### config.mk
export PLATFORM = sky130hd
export DESIGN_NAME = tcp_session_price_decoder_flat
export DESIGN_NICKNAME = d
export VERILOG_FILES = /design/src/rtl/tcp_session_price_decoder_pkg.sv /design/src/rtl/tcp_session_price_decoder_if.sv /design/src/rtl/tcp_session_price_decoder_ascii_dec4_to_bin.sv /design/src/rtl/tcp_session_price_decoder.sv /design/src/flat_wrapper.sv
export SDC_FILE = /design/constraint.sdc
export NUM_CORES = 1
export LEC_CHECK = 0
export CORE_MARGIN = 2
export CORE_UTILIZATION = 45
export CTS_CLUSTER_DIAMETER = 200
export DETAILED_ROUTE_END_ITERATION = 10
export PLACE_DENSITY = 0.71
export SLEW_MARGIN = 10
export SYNTH_ARGS = -nofsm -noshare
export SYNTH_HDL_FRONTEND = slang
export SYNTH_HIERARCHICAL = 1
export SYNTH_SLANG_ARGS = --single-unit
### constraint.sdc
create_clock -name CLK -period 6.45 [get_ports CLK]
set_input_delay 1.29 -clock CLK [delete_from_list [all_inputs] [get_ports CLK]]
set_output_delay 1.29 -clock CLK [all_outputs]
set_load 0.005 [all_outputs]
### src/rtl/tcp_session_price_decoder_pkg.sv
// Shared definitions for the TCP session price decoder: header flag masks,
// session state encodings and the ASCII digit range used by the converter.
package tcp_session_price_decoder_pkg;

    typedef enum logic [1:0] {
        ST_CLOSED      = 2'd0,
        ST_SYN_RCVD    = 2'd1,
        ST_ESTABLISHED = 2'd2
    } session_state_t;

    localparam logic [7:0] FLAG_SYN = 8'h01;
    localparam logic [7:0] FLAG_ACK = 8'h02;
    localparam logic [7:0] FLAG_FIN = 8'h04;

    localparam logic [7:0] ASCII_ZERO = 8'h30;
    localparam logic [7:0] ASCII_NINE = 8'h39;

    function automatic logic is_ascii_digit(input logic [7:0] b);
        return (b >= ASCII_ZERO) && (b <= ASCII_NINE);
    endfunction

endpackage

### src/rtl/tcp_session_price_decoder_if.sv
// Parsed-packet input bus and response-header output bus of the decoder.
// master = packet parser / transmitter side, slave = the session decoder.
interface tcp_session_price_decoder_if;

    logic        packet_ready;
    logic [7:0]  seq_num;
    logic [7:0]  ack_num;
    logic [7:0]  flags;
    logic [31:0] payload_data;

    logic        tx_valid;
    logic [7:0]  tx_seq;
    logic [7:0]  tx_ack;
    logic [7:0]  tx_flags;

    modport master (
        output packet_ready, seq_num, ack_num, flags, payload_data,
        input  tx_valid, tx_seq, tx_ack, tx_flags
    );

    modport slave (
        input  packet_ready, seq_num, ack_num, flags, payload_data,
        output tx_valid, tx_seq, tx_ack, tx_flags
    );

endinterface

### src/rtl/tcp_session_price_decoder_ascii_dec4_to_bin.sv
// Iterative four-digit ASCII to binary converter. One byte per cycle,
// most-significant digit first; value only updates on a clean conversion.
module ascii_dec4_to_bin
    import tcp_session_price_decoder_pkg::*;
(
    input  logic        CLK,
    input  logic        RESET_N,
    input  logic        start,
    input  logic [31:0] payload,
    output logic        busy,
    output logic [13:0] value,
    output logic        done,
    output logic        err
);

    logic [31:0] payload_reg;
    logic [1:0]  idx_reg;
    logic        busy_reg;
    logic        bad_reg;
    logic        done_reg;
    logic        err_reg;
    logic [13:0] acc_reg;
    logic [13:0] value_reg;

    logic [7:0]  byte_arr [4];
    logic [7:0]  cur_byte;
    logic        cur_ok;
    logic        bad_next;
    logic [13:0] acc_next;

    // byte_arr[0] is the most-significant digit of the latched payload
    genvar gi;
    generate
        for (gi = 0; gi < 4; gi++) begin : g_bytes
            assign byte_arr[gi] = payload_reg[31-8*gi -: 8];
        end
    endgenerate

    assign cur_byte = byte_arr[idx_reg];
    assign cur_ok   = is_ascii_digit(cur_byte);
    assign bad_next = bad_reg | ~cur_ok;
    // For '0'..'9' the low nibble is the digit value; garbage for other bytes is never committed
    assign acc_next = (acc_reg * 14'd10) + {10'd0, cur_byte[3:0]};

    // Latch payload on start, then fold in one digit per cycle for four cycles
    always_ff @(posedge CLK or negedge RESET_N) begin
        if (!RESET_N) begin
            payload_reg <= '0;
            idx_reg     <= '0;
            busy_reg    <= 1'b0;
            bad_reg     <= 1'b0;
            done_reg    <= 1'b0;
            err_reg     <= 1'b0;
            acc_reg     <= '0;
            value_reg   <= '0;
        end else begin
            done_reg <= 1'b0;
            err_reg  <= 1'b0;
            if (busy_reg) begin
                acc_reg <= acc_next;
                bad_reg <= bad_next;
                idx_reg <= idx_reg + 2'd1;
                if (idx_reg == 2'd3) begin
                    busy_reg <= 1'b0;
                    done_reg <= 1'b1;
                    err_reg  <= bad_next;
                    if (!bad_next) begin
                        value_reg <= acc_next;
                    end
                end
            end else if (start) begin
                payload_reg <= payload;
                idx_reg     <= '0;
                acc_reg     <= '0;
                bad_reg     <= 1'b0;
                busy_reg    <= 1'b1;
            end
        end
    end

    assign busy  = busy_reg;
    assign value = value_reg;
    assign done  = done_reg;
    assign err   = err_reg;

endmodule

### src/rtl/tcp_session_price_decoder.sv
// Minimal TCP-like session tracker (handshake, in-order data, FIN) that
// acknowledges data packets and decodes their 4-digit ASCII price payload.
module tcp_session_price_decoder
    import tcp_session_price_decoder_pkg::*;
#(
    parameter logic [7:0] LOCAL_ISN = 8'h40
)
(
    input  logic                        CLK,
    input  logic                        RESET_N,
    tcp_session_price_decoder_if.slave  pkt,
    output logic [1:0]                  session_state,
    output logic [13:0]                 price,
    output logic                        price_valid,
    output logic                        price_error,
    output logic                        busy,
    output logic [7:0]                  drop_count
);

    localparam logic [7:0] LOCAL_ISN_P1 = LOCAL_ISN + 8'd1;

    session_state_t state_reg;
    logic [7:0]     expected_seq_reg;
    logic           tx_valid_reg;
    logic [7:0]     tx_seq_reg;
    logic [7:0]     tx_ack_reg;
    logic [7:0]     tx_flags_reg;
    logic [7:0]     drop_count_reg;

    logic [7:0]     drop_count_next;
    logic [7:0]     seq_plus1;
    logic           pkt_syn;
    logic           pkt_ack;
    logic           pkt_fin;
    logic           is_data;
    logic           in_order;
    logic           dec_start;
    logic           dec_busy;
    logic           dec_done;
    logic           dec_err;
    logic [13:0]    dec_value;

    assign pkt_syn   = |(pkt.flags & FLAG_SYN);
    assign pkt_ack   = |(pkt.flags & FLAG_ACK);
    assign pkt_fin   = |(pkt.flags & FLAG_FIN);
    assign is_data   = pkt_ack & ~pkt_syn & ~pkt_fin;
    assign in_order  = (pkt.seq_num == expected_seq_reg);
    assign seq_plus1 = pkt.seq_num + 8'd1;

    assign drop_count_next = (drop_count_reg == 8'hFF) ? 8'hFF : drop_count_reg + 8'd1;

    // An accepted in-order data packet kicks off the conversion in the same edge
    assign dec_start = pkt.packet_ready & ~dec_busy & (state_reg == ST_ESTABLISHED)
                     & is_data & in_order;

    ascii_dec4_to_bin u_dec (
        .CLK     (CLK),
        .RESET_N (RESET_N),
        .start   (dec_start),
        .payload (pkt.payload_data),
        .busy    (dec_busy),
        .value   (dec_value),
        .done    (dec_done),
        .err     (dec_err)
    );

    // Session FSM: classify each packet, emit the response header, count drops
    always_ff @(posedge CLK or negedge RESET_N) begin
        if (!RESET_N) begin
            state_reg        <= ST_CLOSED;
            expected_seq_reg <= '0;
            tx_valid_reg     <= 1'b0;
            tx_seq_reg       <= '0;
            tx_ack_reg       <= '0;
            tx_flags_reg     <= '0;
            drop_count_reg   <= '0;
        end else begin
            tx_valid_reg <= 1'b0;
            if (pkt.packet_ready) begin
                if (dec_busy) begin
                    drop_count_reg <= drop_count_next;
                end else begin
                    case (state_reg)
                        ST_CLOSED: begin
                            if (pkt_syn) begin
                                expected_seq_reg <= seq_plus1;
                                tx_valid_reg     <= 1'b1;
                                tx_flags_reg     <= FLAG_SYN | FLAG_ACK;
                                tx_seq_reg       <= LOCAL_ISN;
                                tx_ack_reg       <= seq_plus1;
                                state_reg        <= ST_SYN_RCVD;
                            end else begin
                                drop_count_reg <= drop_count_next;
                            end
                        end
                        ST_SYN_RCVD: begin
                            if (pkt_syn) begin
                                // Peer missed our SYN-ACK: resend it unchanged
                                tx_valid_reg <= 1'b1;
                                tx_flags_reg <= FLAG_SYN | FLAG_ACK;
                                tx_seq_reg   <= LOCAL_ISN;
                                tx_ack_reg   <= expected_seq_reg;
                            end else if (pkt_ack && (pkt.ack_num == LOCAL_ISN_P1) && in_order) begin
                                state_reg <= ST_ESTABLISHED;
                            end else begin
                                drop_count_reg <= drop_count_next;
                            end
                        end
                        ST_ESTABLISHED: begin
                            if (pkt_syn) begin
                                drop_count_reg <= drop_count_next;
                            end else if (pkt_fin) begin
                                tx_valid_reg     <= 1'b1;
                                tx_flags_reg     <= FLAG_ACK | FLAG_FIN;
                                tx_seq_reg       <= LOCAL_ISN_P1;
                                tx_ack_reg       <= seq_plus1;
                                expected_seq_reg <= '0;
                                state_reg        <= ST_CLOSED;
                            end else if (is_data) begin
                                tx_valid_reg <= 1'b1;
                                tx_flags_reg <= FLAG_ACK;
                                tx_seq_reg   <= LOCAL_ISN_P1;
                                if (in_order) begin
                                    expected_seq_reg <= seq_plus1;
                                    tx_ack_reg       <= seq_plus1;
                                end else begin
                                    // Out-of-order: duplicate ACK of what we still expect
                                    tx_ack_reg     <= expected_seq_reg;
                                    drop_count_reg <= drop_count_next;
                                end
                            end else begin
                                drop_count_reg <= drop_count_next;
                            end
                        end
                        default: begin
                            state_reg <= ST_CLOSED;
                        end
                    endcase
                end
            end
        end
    end

    assign pkt.tx_valid = tx_valid_reg;
    assign pkt.tx_seq   = tx_seq_reg;
    assign pkt.tx_ack   = tx_ack_reg;
    assign pkt.tx_flags = tx_flags_reg;

    assign session_state = state_reg;
    assign price         = dec_value;
    assign price_valid   = dec_done & ~dec_err;
    assign price_error   = dec_err;
    assign busy          = dec_busy;
    assign drop_count    = drop_count_reg;

endmodule
### src/flat_wrapper.sv
// flat-port wrapper written by rule: the top's interface ports become plain ports
module tcp_session_price_decoder_flat import tcp_session_price_decoder_pkg::*;
#(
    parameter logic [7:0] LOCAL_ISN = 8'h40
)
  (CLK, RESET_N, session_state, price, price_valid, price_error, busy, drop_count, pkt_packet_ready, pkt_seq_num, pkt_ack_num, pkt_flags, pkt_payload_data, pkt_tx_valid, pkt_tx_seq, pkt_tx_ack, pkt_tx_flags);
  tcp_session_price_decoder_if pkt_i ();
  input  logic CLK;
  input  logic RESET_N;
  output logic [1:0] session_state;
  output logic [13:0] price;
  output logic price_valid;
  output logic price_error;
  output logic busy;
  output logic [7:0] drop_count;
  input wire logic [$bits(pkt_i.packet_ready)-1:0] pkt_packet_ready;
  input wire logic [$bits(pkt_i.seq_num)-1:0] pkt_seq_num;
  input wire logic [$bits(pkt_i.ack_num)-1:0] pkt_ack_num;
  input wire logic [$bits(pkt_i.flags)-1:0] pkt_flags;
  input wire logic [$bits(pkt_i.payload_data)-1:0] pkt_payload_data;
  output wire logic [$bits(pkt_i.tx_valid)-1:0] pkt_tx_valid;
  output wire logic [$bits(pkt_i.tx_seq)-1:0] pkt_tx_seq;
  output wire logic [$bits(pkt_i.tx_ack)-1:0] pkt_tx_ack;
  output wire logic [$bits(pkt_i.tx_flags)-1:0] pkt_tx_flags;
  assign pkt_i.packet_ready = pkt_packet_ready;
  assign pkt_i.seq_num = pkt_seq_num;
  assign pkt_i.ack_num = pkt_ack_num;
  assign pkt_i.flags = pkt_flags;
  assign pkt_i.payload_data = pkt_payload_data;
  assign pkt_tx_valid = pkt_i.tx_valid;
  assign pkt_tx_seq = pkt_i.tx_seq;
  assign pkt_tx_ack = pkt_i.tx_ack;
  assign pkt_tx_flags = pkt_i.tx_flags;
  tcp_session_price_decoder #(.LOCAL_ISN(LOCAL_ISN)) u_core (.CLK(CLK), .RESET_N(RESET_N), .pkt(pkt_i), .session_state(session_state), .price(price), .price_valid(price_valid), .price_error(price_error), .busy(busy), .drop_count(drop_count));
endmodule
==> results of run 1 <==
-- cell type report --
class	instances	area [um2]
clock buffer	10	229
clock inverter	6	90.1
fill	1045	5150
inverter	20	75.1
multi-input combinational	357	2940
sequential	96	2400
tap	168	210
timing repair buffer	97	961
-- report_power, final --
part / switching [uW] / internal (uW)
Combinational: 318 / 339
Sequential: 115 / 701
Clock: 235 / 342
Total: 668 / 1380
-- layout by cell type, fill, tap and decap left out, types with 16 or more instances in the layout --
master,instances
clkdlybuf4s50_1,93
dfrtp_1,96
ha_1,30
inv_1,20
mux2_2,40
nand2_1,30
nand3_1,19
nor2_1,16
xor2_1,18
-- logic make-up (layout without fill, tap and decap cells) --
group / after synthesis / in the layout
simple gates: 124 / 124
flops: 96 / 96
compound gates: 94 / 94
mux: 64 / 64
buf+inv: 55 / 133
fa+ha+maj: 32 / 32
xor+xnor: 32 / 32
other cells: 1 / 11
-- layer usage --
metal,part of all wire [%],wire (um),global-route usage (%),up-vias
met5,0,0,0,-
met4,1.6,195,6.43,0
met3,4.6,550,3.87,20
met2,48,5770,31.0,98
met1,45,5410,25.0,2053
li1,-,-,-,1969
-- path summary, 6_finish.rpt --
kind | slack (ns) | endpoint | from
setup reg to reg | 3.20 | u_core/u_dec/value[11] | u_core/u_dec/acc_reg[1]
hold / removal | 0.49 | u_core/pkt.tx_ack[7] | u_core/pkt.tx_ack[7]
max in group asynchronous | 4.42 | u_core/u_dec/value[2] | RESET_N
hold reg to reg | 0.49 | u_core/pkt.tx_ack[7] | u_core/pkt.tx_ack[7]
setup / recovery | 2.16 | u_core/u_dec/byte_arr[18] | pkt_seq_num[0]
min in group asynchronous | 0.89 | u_core/pkt.tx_flags[1] | RESET_N
-- through the flow --
step           total power [uW]  utilization, %  hold slack [ns]  setup WS [ns]  cell area (um2)
6_report                   2050            57.3            0.490           2.16             6910
5_1_grt                    2180            57.3            0.518           1.89             6910
4_1_cts                    2060            57.3            0.496           2.12             6910
3_5_place_dp               1480            54.6            0.480           1.78             6590
3_3_place_gp               1450            54.6            0.474           1.84             6590
2_1_floorplan              1220               -            0.467           2.54             5640
==> flow_summary.toml, run 1 <==
[detailed_routing]
drc = 0
wl_mm = 11.9
routedWlPerCell_um = 15.8
via_per_inst = 5.49
ant_nets = 0
num_vias = 4140
drt_first_iter_violations = 163
dr.pass1.iters = 4

[flow_run]
drv_cap = 0

[synthesis]
yosys_warnings = 6
synthTopCellsByCount = "dfrtp_1 (96), mux2_2 (40), ha_1 (30), nand2_1 (30), inv_1 (20)"
synth.distinct_cells = 63
synth_top_area_share_pct = 42.9
ys_ff_latch = 96
ys_async_sr_fraction_pct = 100
synthTopCellsByArea = "dfrtp_1 (43%), mux2_2 (8.0%), ha_1 (6.7%)"
yosysMostFrequentCell = "dfrtp_1"
synth_enable_flop_cells = 0
syn_area_per_cell_um2 = 11.3
muxShareOfSynthArea_pct = 14.4
ys_seq_area_share_pct = 42.9
netlist_instances = 498
synthAdderAreaFrac_pct = 7.41
synthSimpleGateAreaFrac_pct = 12.1
synth_top_family_by_area = "multiplexers"
synth_top_cell_by_area = "dfrtp_1"
syn-cell-area_um2 = 5600
synth_compound_area_share_pct = 12.7
synth_xor_xnor_area_share_pct = 5.00
ys.flop_type = "dfrtp_1"

[clocking]
cts_resized = 0
cts_tree = "done"
postCtsSetupBuffers = 0
clock-sinks = 96
postCtsHoldBufs = 0
worstSkewPairLatency_ns = 0.34
clk_pin_slew_worst_paths_ns = 0.07
cts_root_buffer = "clkbuf_16"
htree_levels = 3
cts_made_buffers = 9
clockBufferDepth = 2

[timing]
slew_headroom_pct = 26.0
hold_viol = 0
finClkSkew_ns = 0.00684
period_share_pct = 66.6
tightest_slew_ns = 1.11
drv_slew = 0
setup_tns_ns = 0
fmax_mhz = 233
finalSetupViolCount = 0
fin_crit_ns = 4.29
grt_setup_unrepaired = "no"

[hold_path]
hold_class = "flip-flop to flip-flop"
hold_depth = 1

[setup_path]
startpoint_type = "input port"
crit_family = "simple AND/OR/NAND/NOR gates"
arrival_ns = 4.52
critPathBufInv = 2
reg2regPathDepth = 11
crit_required_ns = 6.68
crit_chain = "clkdlybuf4s50_1, xor2_1, nor4_2, and2_1, nand2_1, nor4_1, nor2b_2, buf_4, mux2_2"
cp.depth = 9
max_stage_delay_ns = 0.60
crit_type = "input port to flip-flop"
crit_fanout = 33
end_kind = "flip-flop"
critPathSlowestCell = "nor4_1"

[placed_design]
port_buffers = 94
gp_congestion = 0.857
hpwl_mm = 8.81
dp.cells = 738

[floorplan]
num_rows = 40
die_h_um = 116
fp.dieW_um = 116
boundaryPins = 111
initial_core_util_pct = 46.5
core_area_um2 = 12100
dieArea_um2 = 13400

[finish]
syn_to_final_growth_pct = 23.3
layout.nets = 672
fin_cells = 754
antennaDiodeCount = 0
layout-drive-gt1-share_pct = 15.0
largest_register_ffs = 32

[pwr]
peakVddDrop_uv = 195
p_leak_uw = 0.00316
power_density_nw_per_um2 = 297

[status]
status = "complete, no violations"

[grt]
gr-total-overflow = 0
grt_pass1_wl_mm = 20.0
antenna_found_initial = 0
gr-usage-all-layers_pct = 18.9
grt_pass1_vias = 4149
grt_max_degree = 62
Note: power is estimated with default switching activity, not from simulation.
==> run 2, diff against run 1 <==
Settings changed: PLACE_DENSITY 0.71 to 0.74.
Clock period 6.45 ns to 3.6 ns, I/O delays scaled along.
==> flow_summary.toml, run 2 (same netlist as run 1, synthesis figures left out) <==
[setup_path]
max_stage_delay_ns = 0.43
regToRegEndpoint = "u_core/u_dec/value[11]"
crit_family = "simple AND/OR/NAND/NOR gates"
crit_chain = "ha_1, ha_1, inv_1, fa_1, xor2_1, or3b_1, nand2b_1, nor4_1, nand2_1, xnor2_1, mux2_4"
startpoint_type = "flip-flop"
startpoint = "u_core/u_dec/acc_reg[1]"
path_common_cell = "ha_1"
end_kind = "flip-flop"
crit_fanout = 4
critPathSlowestCell = "dfrtp_1"
crit_end = "u_core/u_dec/value[11]"
reg2reg_from = "u_core/u_dec/acc_reg[1]"
reg2regPathDepth = 11
arrival_ns = 3.45
crit_required_ns = 3.82
crit_type = "flip-flop to flip-flop"
critPathBufInv = 1
cp.depth = 11
r2r_slack_ns = 0.38

[finish]
final_cell_mix = "dfrtp_1 (96), clkdlybuf4s50_1 (93), mux2_2 (40), nand2_1 (30), ha_1 (30)"
fin_area_um2 = 6950
antennaDiodeCount = 0
final_core_util_pct = 57.6
final_common_cell = "dfrtp_1"
layout-drive-gt1-share_pct = 15.6
syn_to_final_growth_pct = 24.0
largest_register_ffs = 32
layout.nets = 677

[detailed_routing]
num_vias = 4142
drc = 0
route.top_layer_used = "met4"
wl_met3_um = 494
ant_nets = 0
routedWlPerCell_um = 15.9
dr.pass1.iters = 4
drt_first_iter_violations = 193
via_per_inst = 5.46
wl_met1_mm = 5.56
dr_wl_met2_mm = 5.79
wl_mm = 12.1

[placed_design]
place_area_um2 = 6650
gp_congestion = 0.841
hpwl_mm = 8.95
port_buffers = 94

[timing]
fmax_mhz = 310
drv_slew = 0
finalSetupViolCount = 0
slew_headroom_pct = 37.9
tightest_slew_ns = 0.928
finClkSkew_ns = 0.0139
grt_setup_unrepaired = "no"
setup_tns_ns = 0
fin_crit_ns = 3.22
hold_slack_ns = 0.419
hold_viol = 0
period_share_pct = 89.5

[floorplan]
fp.dieW_um = 116
dieArea_um2 = 13400
num_rows = 40
core_area_um2 = 12100
die_h_um = 116
boundaryPins = 111
initial_core_util_pct = 46.5

[clocking]
htree_levels = 3
postCtsHoldBufs = 0
cts_resized = 0
clockBufferDepth = 2
clock-sinks = 96
clk_pin_slew_worst_paths_ns = 0.07
postCtsSetupBuffers = 0
cts_made_buffers = 9
cts_root_buffer = "clkbuf_16"
worstSkewPairLatency_ns = 0.35
cts_tree = "done"

[grt]
grt_pass1_vias = 4249
grt_max_degree = 97
grt_pass1_wl_mm = 20.5
antenna_found_initial = 0
gr-total-overflow = 0
gr-usage-all-layers_pct = 19.3

[pwr]
power_density_nw_per_um2 = 519
peakVddDrop_uv = 306
p_leak_uw = 0.00318

[flow_run]
drv_cap = 0

[status]
status = "complete, no violations"

[hold_path]
hold_class = "input port to asynchronous set/reset pin"
run 2: cell count changes in the layout (fill, tap and decap cells not counted):
cell | previous run | this run
buf_4 | 4 | 7
inv_6 | 2 | 1
buf_12 | 0 | 2
clkinv_2 | 1 | 0
clkinvlp_4 | 1 | 2
clkbuf_8 | 0 | 1
bufinv_16 | 2 | 1
run 2: report_power, final:
| group | total, uW | switching [uW] | internal [uW] |
|---|---|---|---|
| combinational | 1180 | 566 | 611 |
| sequential | 1460 | 208 | 1260 |
| clock | 965 | 408 | 556 |
run 2: through the flow:
| stage | worst slack (ns) | std cells | power (uW) |
|---|---|---|---|
| 6_report | 0.379 | 758 | 3610 |
| 5_1_grt | 0.246 | 758 | 3840 |
| 4_1_cts | 0.384 | 758 | 3630 |
| 3_5_place_dp | 0.152 | 743 | 2660 |
| 3_3_place_gp | 0.186 | 743 | 2610 |
| 2_1_floorplan | 0.255 | 508 | 2180 |
run 2: per-layer routing:
layer	vias up	global-route usage [%]
li1	1974	-
met1	2037	26.3
met2	112	31.0
met3	19	3.45
met4	0	7.23
met5	-	0
run 2: worst min path at each step:
stage / cells past startpoint / end / slack [ns]
after global routing: 2 / u_core/pkt.tx_flags[1] / 0.47
after floorplan: 0 / u_core/drop_count[0] / 0.42
after detailed placement: 1 / u_core/pkt.tx_ack[4] / 0.48
after CTS: 2 / u_core/drop_count[7] / 0.45
final: 2 / u_core/pkt.tx_flags[1] / 0.42
after global placement: 1 / u_core/pkt.tx_flags[1] / 0.48
run 2: final cells by class:
cell class | count | area (um2)
multi-input cells | 357 | 2940
clock buffers | 11 | 243
well taps | 168 | 210
inverters | 20 | 75.1
flip-flops and latches | 96 | 2400
fillers | 1028 | 5110
clock inverters | 4 | 53.8
repair buffers | 102 | 1020
==> run 3, diff against run 2 <==
Settings changed: CTS_BUF_LIST from default to sky130_fd_sc_hd__clkbuf_8.
==> flow_summary.toml, run 3 (same netlist as run 1, synthesis figures left out) <==
[status]
status = "complete, no violations"

[placed_design]
port_buffers = 94
hpwl_mm = 8.95
place_area_um2 = 6650
gp_congestion = 0.841

[timing]
fmax_mhz = 310
period_share_pct = 89.6
finClkSkew_ns = 0.0187
finalSetupViolCount = 0
grt_setup_unrepaired = "no"
drv_slew = 0
setup_tns_ns = 0
hold_viol = 0
tightest_slew_ns = 0.936
hold_slack_ns = 0.388
fin_crit_ns = 3.23
slew_headroom_pct = 37.4

[floorplan]
boundaryPins = 111
dieArea_um2 = 13400
fp.dieW_um = 116
initial_core_util_pct = 46.5
core_area_um2 = 12100
num_rows = 40
die_h_um = 116

[setup_path]
crit_end = "u_core/u_dec/value[11]"
reg2regPathDepth = 11
regToRegEndpoint = "u_core/u_dec/value[11]"
crit_required_ns = 3.85
r2r_slack_ns = 0.37
startpoint = "u_core/u_dec/acc_reg[1]"
crit_fanout = 4
end_kind = "flip-flop"
arrival_ns = 3.48
max_stage_delay_ns = 0.45
reg2reg_from = "u_core/u_dec/acc_reg[1]"
critPathSlowestCell = "dfrtp_1"
crit_chain = "ha_1, ha_1, inv_1, fa_1, xor2_1, or3b_1, nand2b_1, nor4_1, nand2_1, xnor2_1, mux2_4"
startpoint_type = "flip-flop"
crit_type = "flip-flop to flip-flop"
path_common_cell = "ha_1"

[detailed_routing]
wl_mm = 12.0
routedWlPerCell_um = 15.9
via_per_inst = 5.46
drt_first_iter_violations = 187
wl_met3_um = 452
num_vias = 4136
ant_nets = 0
dr_wl_met2_mm = 5.84
wl_met1_mm = 5.53
dr.pass1.iters = 4
drc = 0
route.top_layer_used = "met4"

[grt]
antenna_found_initial = 0
grt_pass1_vias = 4248
gr-usage-all-layers_pct = 19.3
grt_pass1_wl_mm = 20.5
gr-total-overflow = 0
grt_max_degree = 97

[pwr]
p_comb_share_pct = 35.2
p_leak_uw = 0.00314
clkPwrFrac_pct = 21.2
internal_power_uw = 2200
power_density_nw_per_um2 = 490
p_switching_uw = 1160
switching_share_pct = 34.4
peakVddDrop_uv = 279
power_frac_seq_pct = 43.6
finalPower_uw = 3360

[finish]
syn_to_final_growth_pct = 22.2
largest_register_ffs = 32
antennaDiodeCount = 0
num-fill-cells = 1043
layout-drive-gt1-share_pct = 15.6
layout.nets = 677
final_cell_mix = "dfrtp_1 (96), clkdlybuf4s50_1 (93), mux2_2 (40), nand2_1 (30), ha_1 (30)"
final_core_util_pct = 56.8
final_common_cell = "dfrtp_1"
fin_area_um2 = 6850

[clocking]
clockBufferDepth = 2
cts_tree = "done"
postCtsSetupBuffers = 0
htree_levels = 3
worstSkewPairLatency_ns = 0.38
cts_root_buffer = "clkbuf_8"
cts_resized = 0
cts_made_buffers = 9
clk_pin_slew_worst_paths_ns = 0.10
postCtsHoldBufs = 0
clock-sinks = 96

[hold_path]
hold_class = "input port to asynchronous set/reset pin"

[flow_run]
drv_cap = 0
## run 3: power groups by stage
stage          clock (uW)  combinational (uW)  sequential (uW)
5_1_grt               784                1310             1500
6_report              713                1180             1460
3_3_place_gp            0                1130             1480
2_1_floorplan           0                 749             1430
3_5_place_dp            0                1170             1480
4_1_cts               737                1180             1460
## run 3: cell type report
class	count	area, um2	area share [%]
clock buffer	10	138	2.01
clock inverter	5	57.6	0.840
inverter	20	75.1	1.10
multi-input combinational	357	2940	43.0
sequential	96	2400	35.1
tap	168	210	3.07
timing repair buffer	102	1020	14.9
## run 3: layer usage
layer / up-vias / GRT usage (%)
li1: 1973 / -
met1: 2057 / 26.2
met2: 90 / 31.0
met3: 16 / 3.61
met4: 0 / 7.23
met5: - / 0
## run 3: worst min path at each step
| stage | to | cells past startpoint | slack [ns] | start |
|---|---|---|---|---|
| 2_1_floorplan | u_core/drop_count[0] | 0 | 0.42 | RESET_N |
| 5_1_grt | u_core/pkt.tx_flags[1] | 2 | 0.42 | RESET_N |
| 3_3_place_gp | u_core/pkt.tx_flags[1] | 1 | 0.48 | u_core/pkt.tx_flags[1] |
| 6_report | u_core/pkt.tx_flags[1] | 2 | 0.39 | RESET_N |
| 4_1_cts | u_core/drop_count[7] | 2 | 0.41 | RESET_N |
| 3_5_place_dp | u_core/pkt.tx_ack[4] | 1 | 0.48 | u_core/pkt.tx_ack[4] |
## run 3: critical path: cells and delay by family, from the launching register on
family                   cells  cell delay (ns)
AND/OR/NAND/NOR              4             1.12
adder cells (fa/ha/maj)      3             0.86
flip-flops                   1             0.45
XOR/XNOR                     2             0.34
multiplexers                 1             0.29
buffers and inverters        1             0.06
## run 3: per-stage QoR
stage	setup WS, ns	instances
2_1_floorplan	0.255	508
3_3_place_gp	0.186	743
3_5_place_dp	0.152	743
4_1_cts	0.375	758
5_1_grt	0.245	758
6_report	0.373	758
